[src/rtl/sakebi_pkg.sv]
// Shared types and constants for the sakebi Ethernet TX path.
// Holds the arbiter state encoding and the round-robin selector.
package sakebi_pkg;

  localparam logic [1:0] IDLE = 2'd0;
  localparam logic [1:0] PASS = 2'd1;
  localparam logic [1:0] PAD  = 2'd2;
  localparam logic [1:0] GAP  = 2'd3;

  typedef enum logic [1:0] {
    StIdle = IDLE,
    StPass = PASS,
    StPad  = PAD,
    StGap  = GAP
  } state_e;

  localparam int unsigned ETH_MIN_FRAME  = 60;
  localparam int unsigned ETH_IFG_CYCLES = 96;

  // Two-way round robin: on a tie the requester that was not served last wins.
  function automatic logic rr_pick(input logic last_served, input logic [1:0] req);
    if (&req) return ~last_served;
    return req[1] & ~req[0];
  endfunction

endpackage

[src/rtl/sakebi_tx_frame_arbiter.sv]
// Frame-granular round-robin arbiter for two AXI-Stream TX sources.
// Pads runt frames to the Ethernet minimum and inserts an inter-frame gap.
module sakebi_tx_frame_arbiter
  import sakebi_pkg::*;
#(
  parameter int unsigned DATA_WIDTH = 8,
  parameter int unsigned MIN_FRAME  = ETH_MIN_FRAME,
  parameter int unsigned IFG_CYCLES = ETH_IFG_CYCLES
) (
  input  logic                  i_axis_ACLK,
  input  logic                  i_axis_ARESETn,
  input  logic                  i_s0_axis_TVALID,
  output logic                  o_s0_axis_TREADY,
  input  logic [DATA_WIDTH-1:0] i_s0_axis_TDATA,
  input  logic                  i_s0_axis_TLAST,
  input  logic                  i_s1_axis_TVALID,
  output logic                  o_s1_axis_TREADY,
  input  logic [DATA_WIDTH-1:0] i_s1_axis_TDATA,
  input  logic                  i_s1_axis_TLAST,
  output logic                  o_m_axis_TVALID,
  input  logic                  i_m_axis_TREADY,
  output logic [DATA_WIDTH-1:0] o_m_axis_TDATA,
  output logic                  o_m_axis_TLAST,
  output logic [1:0]            o_grant,
  output logic                  o_busy
);

  localparam int unsigned CntW = $clog2(MIN_FRAME + 1);
  localparam int unsigned GapW = $clog2(IFG_CYCLES + 1);
  localparam logic [CntW-1:0] LastIdx = CntW'(MIN_FRAME - 1);
  localparam logic [CntW-1:0] MinCnt  = CntW'(MIN_FRAME);
  localparam logic [GapW-1:0] GapLast = GapW'(IFG_CYCLES - 1);

  state_e          state_q;
  logic            owner_q;   // 0 = s0, 1 = s1
  logic            rr_ptr_q;
  logic [CntW-1:0] byte_cnt_q;
  logic [GapW-1:0] gap_cnt_q;

  logic [1:0]            req;
  logic                  src_valid;
  logic                  src_last;
  logic [DATA_WIDTH-1:0] src_data;
  logic                  m_hs;
  logic                  at_min;

  assign req       = {i_s1_axis_TVALID, i_s0_axis_TVALID};
  assign src_valid = owner_q ? i_s1_axis_TVALID : i_s0_axis_TVALID;
  assign src_last  = owner_q ? i_s1_axis_TLAST  : i_s0_axis_TLAST;
  assign src_data  = owner_q ? i_s1_axis_TDATA  : i_s0_axis_TDATA;
  assign m_hs      = o_m_axis_TVALID & i_m_axis_TREADY;
  // byte_cnt_q counts bytes already sent, so the current beat is byte byte_cnt_q+1.
  assign at_min    = byte_cnt_q >= LastIdx;

  always_comb begin
    o_m_axis_TVALID  = 1'b0;
    o_m_axis_TDATA   = '0;
    o_m_axis_TLAST   = 1'b0;
    o_s0_axis_TREADY = 1'b0;
    o_s1_axis_TREADY = 1'b0;
    o_grant          = 2'b00;
    o_busy           = state_q != StIdle;
    unique case (state_q)
      StPass: begin
        o_m_axis_TVALID  = src_valid;
        o_m_axis_TDATA   = src_data;
        o_m_axis_TLAST   = src_last & at_min;
        o_s0_axis_TREADY = ~owner_q & i_m_axis_TREADY;
        o_s1_axis_TREADY = owner_q & i_m_axis_TREADY;
        o_grant          = owner_q ? 2'b10 : 2'b01;
      end
      StPad: begin
        o_m_axis_TVALID = 1'b1;
        o_m_axis_TLAST  = byte_cnt_q == LastIdx;
        o_grant         = owner_q ? 2'b10 : 2'b01;
      end
      default: ;
    endcase
  end

  always_ff @(posedge i_axis_ACLK or negedge i_axis_ARESETn) begin
    if (!i_axis_ARESETn) begin
      state_q    <= StIdle;
      owner_q    <= 1'b0;
      rr_ptr_q   <= 1'b1;
      byte_cnt_q <= '0;
      gap_cnt_q  <= '0;
    end else begin
      unique case (state_q)
        StIdle: begin
          byte_cnt_q <= '0;
          gap_cnt_q  <= '0;
          if (|req) begin
            owner_q <= rr_pick(rr_ptr_q, req);
            state_q <= StPass;
          end
        end
        StPass: begin
          if (m_hs) begin
            if (byte_cnt_q != MinCnt) byte_cnt_q <= byte_cnt_q + 1'b1;
            if (src_last) state_q <= at_min ? StGap : StPad;
          end
        end
        StPad: begin
          if (m_hs) begin
            byte_cnt_q <= byte_cnt_q + 1'b1;
            if (byte_cnt_q == LastIdx) state_q <= StGap;
          end
        end
        StGap: begin
          if (gap_cnt_q == GapLast) begin
            state_q  <= StIdle;
            rr_ptr_q <= owner_q;
          end else begin
            gap_cnt_q <= gap_cnt_q + 1'b1;
          end
        end
        default: state_q <= StIdle;
      endcase
    end
  end

endmodule

[config.mk]
export PLATFORM = sky130hd
export DESIGN_NAME = sakebi_tx_frame_arbiter
export DESIGN_NICKNAME = d
export VERILOG_FILES = /design/src/rtl/sakebi_pkg.sv /design/src/rtl/sakebi_tx_frame_arbiter.sv
export SDC_FILE = /design/constraint.sdc
export NUM_CORES = 1
export LEC_CHECK = 0
export BUFFER_PORTS_ARGS = -buffer_cell sky130_fd_sc_hd__buf_2
export CORE_ASPECT_RATIO = 0.7
export CORE_MARGIN = 5
export CORE_UTILIZATION = 29
export DETAILED_ROUTE_END_ITERATION = 6
export HOLD_SLACK_MARGIN = 0.08
export PLACE_DENSITY = 0.53
export SLEW_MARGIN = 25
export SYNTH_ARGS = -nofsm -noshare
export SYNTH_HDL_FRONTEND = slang
export SYNTH_SLANG_ARGS = --single-unit
[constraint.sdc]
create_clock -name i_axis_ACLK -period 1.9 [get_ports i_axis_ACLK]
set_input_delay 0.19 -clock i_axis_ACLK [delete_from_list [all_inputs] [get_ports i_axis_ACLK]]
set_output_delay 0.19 -clock i_axis_ACLK [all_outputs]
set_load 0.005 [all_outputs]
==> run metrics <==
Worst Skew ~0.0036 ns; crit path time final between 1.5 and 2 ns; chip height 65.8 um; clock sink total 17; cts bufs inserted 3; vias in the first global route ~1,100; final setup fails 0; CTS Buffer Depth 2; status complete, no violations; ranking of synthesized cells by area dfrtp_1, mux2i_1, ha_1; Post-synth EDFFs 0; Power Dens Cells about 1600 mW/mm^2; slowest cell delay on critical path roughly 0.42 ns; GRT met1 Usage 0.163; Switch Pwr roughly 1100 uW; Req. time, crit path between 2 and 2.5 ns; initial drt markers approximately 110; final setup TNS 0 ns; LEAKAGE between 0.0008 and 0.0009 uW; design internal power 1480 uW; CTS Root Cell clkbuf_8; gp weighted congestion just over 0.8; Synth Cell Area around 0.0013 sq mm; Synth top area share 0.310; most frequent cells after synthesis nor2_1, dfrtp_1, nand2_1; via density per instance 4.72; final slew viol count 0; clk_lat worst skew between 0.2 and 0.3 ns; Top Ports 38; CP arrival 1.99 ns; Mapped Nets about 180; Final Util 0.385; CP Launch Type flop; post-synth cell types 45; initial antenna violation count 0; Critical Path Start state_q[1]; Core Rows 20; WP buf/inv 2; Place WS approximately 0.13 ns; Post-Syn Instances 147; IO buf count 37; antenna cells 0; drt wl/cell between 10 and 15 um; Hold WS between 0.2 and 0.25 ns; ys async rst share 1.00; DRC Markers 0; Worst setup EP type flop; sequential share of the synthesized area 0.330; antenna-violating nets left 0; fraction of layout cells with a size suffix above 1 0.344; met2 Use GR 0.141; critical path class reg2reg; Reg clk slew, reported paths about 0.07 ns; Routed WL roughly 3.2 mm; Core Area between 0.004 and 0.005 sq mm; worst hold path class in2reg; Vias between 1,000 and 1,500; Most Used Layer, Global Route met1; setup bufs post-CTS 0; Initial Utilization 0.298; die area about 0.006 sq mm; slew margin rel. 0.724; Seq pwr share 0.242; chip width between 80 and 90 um; Max VDD drop between 0.6 and 0.7 mV; Setup WS post-layout 0.103 ns; TritonCTS clock tree built; Synth Area per Inst around 8.8 sq um; Max Freq ~0.56 GHz; slew at the pin with the worst max-slew slack about 0.41 ns; GRT Resource Usage Total 0.108; RSZ-0062 raised after global routing yes; Gate power share 0.650; crit path max fanout 6; CP Cell Sequence inv_1 > ha_1 > mux2_2 > a21oi_2 > buf_4 > o41ai_1 > a22o_1; Yosys reg bits 17; first-pass GRT wire length 5.19 mm; power share of the clock group 0.107; largest net degree at the start of global routing 18; Top FF cell, synth dfrtp_1; max cap viols 0; # nets final 226; CP top delay family compound AO/OA/AOI/OAI gates; Synth area leader dfrtp_1; Final Hold Vio Count 0; GRT overflow 0; area grow syn2layout 29.0%; Net Sw Frac 0.427; FF-to-FF Start state_q[1]; Power Total roughly 2600 uW; router iterations before antenna repair 5; htree depth 1; Hold Crit Start i_s1_axis_TVALID; final critical-path share of the clock period 0.946; met3 global-route usage 0.0296; count leader, synth nor2_1; Syn. warnings 0; CP max-delay cell dfrtp_1; post-DP HPWL roughly 2.5 mm
## final timing paths
kind	endpoint	slack, ns	cells past startpoint
worst max-delay path	byte_cnt_q[4]	0.10	7
worst min-delay path	owner_q	0.21	2
worst max register to register	byte_cnt_q[4]	0.10	7
worst min register to register	gap_cnt_q[0]	0.51	1
max in group asynchronous	rr_ptr_q	1.18	2
min in group asynchronous	byte_cnt_q[4]	0.39	2
## stage by stage
step,instances,area [sq um]
2_1_floorplan,147,1290
3_3_place_gp,245,1600
3_5_place_dp,245,1600
4_1_cts,250,1660
5_1_grt,250,1670
6_report,250,1670
## metal layers
layer / up-vias / wire (um)
met1: 503 / 1750
met5: - / 0
li1: 625 / -
met3: 4 / 272
met4: 0 / 26
met2: 48 / 1140
## cells by family (layout without fill, tap and decap cells)
group / count (synthesis) / after routing / share of synthesized area
mux: 14 / 14 / 0.118
fa+ha+maj: 7 / 7 / 0.0678
flops: 17 / 17 / 0.330
simple gates: 57 / 57 / 0.218
compound gates: 33 / 33 / 0.185
xor+xnor: 3 / 3 / 0.0204
buf+inv: 16 / 64 / 0.0601
## power by group through the flow
stage | clock (uW) | combinational [uW] | sequential (uW)
final | 278 | 1680 | 627
after global routing | 299 | 1860 | 644
after CTS | 295 | 1680 | 624
after detailed placement | 0 | 1670 | 632
after global placement | 0 | 1680 | 631
after floorplan | 0 | 1120 | 582
## layout by cell type, fill, tap and decap left out, types with 2 or more instances in the layout
cell | synthesis | final
buf_2 | 1 | 37
nor2_1 | 18 | 18
dfrtp_1 | 16 | 16
buf_4 | 0 | 14
nand2_1 | 13 | 13
mux2i_1 | 10 | 10
nand3_1 | 9 | 9
inv_1 | 8 | 8
o21ai_0 | 8 | 8
ha_1 | 7 | 6
a21oi_1 | 6 | 5
nor2b_1 | 4 | 4
nand3b_1 | 3 | 3
clkbuf_8 | 0 | 3
mux2_4 | 2 | 2
and3_1 | 2 | 2
and4_4 | 2 | 2
mux2_2 | 2 | 2
xnor2_1 | 2 | 2
a22o_1 | 2 | 2
a41oi_1 | 2 | 2
## what timing repair did
action                     in CTS  in global routing
setup endpoints to repair       0                  3
gates resized for setup         0                  2
hold endpoints to repair       16                  0
hold buffers                    1                  0
## final cells by class
cell class / count / area, sq um
Fill cell: 448 / 2660
Multi-Input combinational cell: 114 / 793
Sequential cell: 17 / 427
Timing Repair Buffer: 52 / 300
Tap cell: 55 / 68.8
Clock buffer: 3 / 41.3
Inverter: 8 / 30.0
Clock inverter: 1 / 5.00
## registers in the layout (all words and copies together), names as in the netlist
| register | flops |
|---|---|
| byte_cnt_q | 6 |
| owner_q | 1 |
| gap_cnt_q | 7 |
| state_q | 2 |
| rr_ptr_q | 1 |
(Power assumes the default switching activity.)
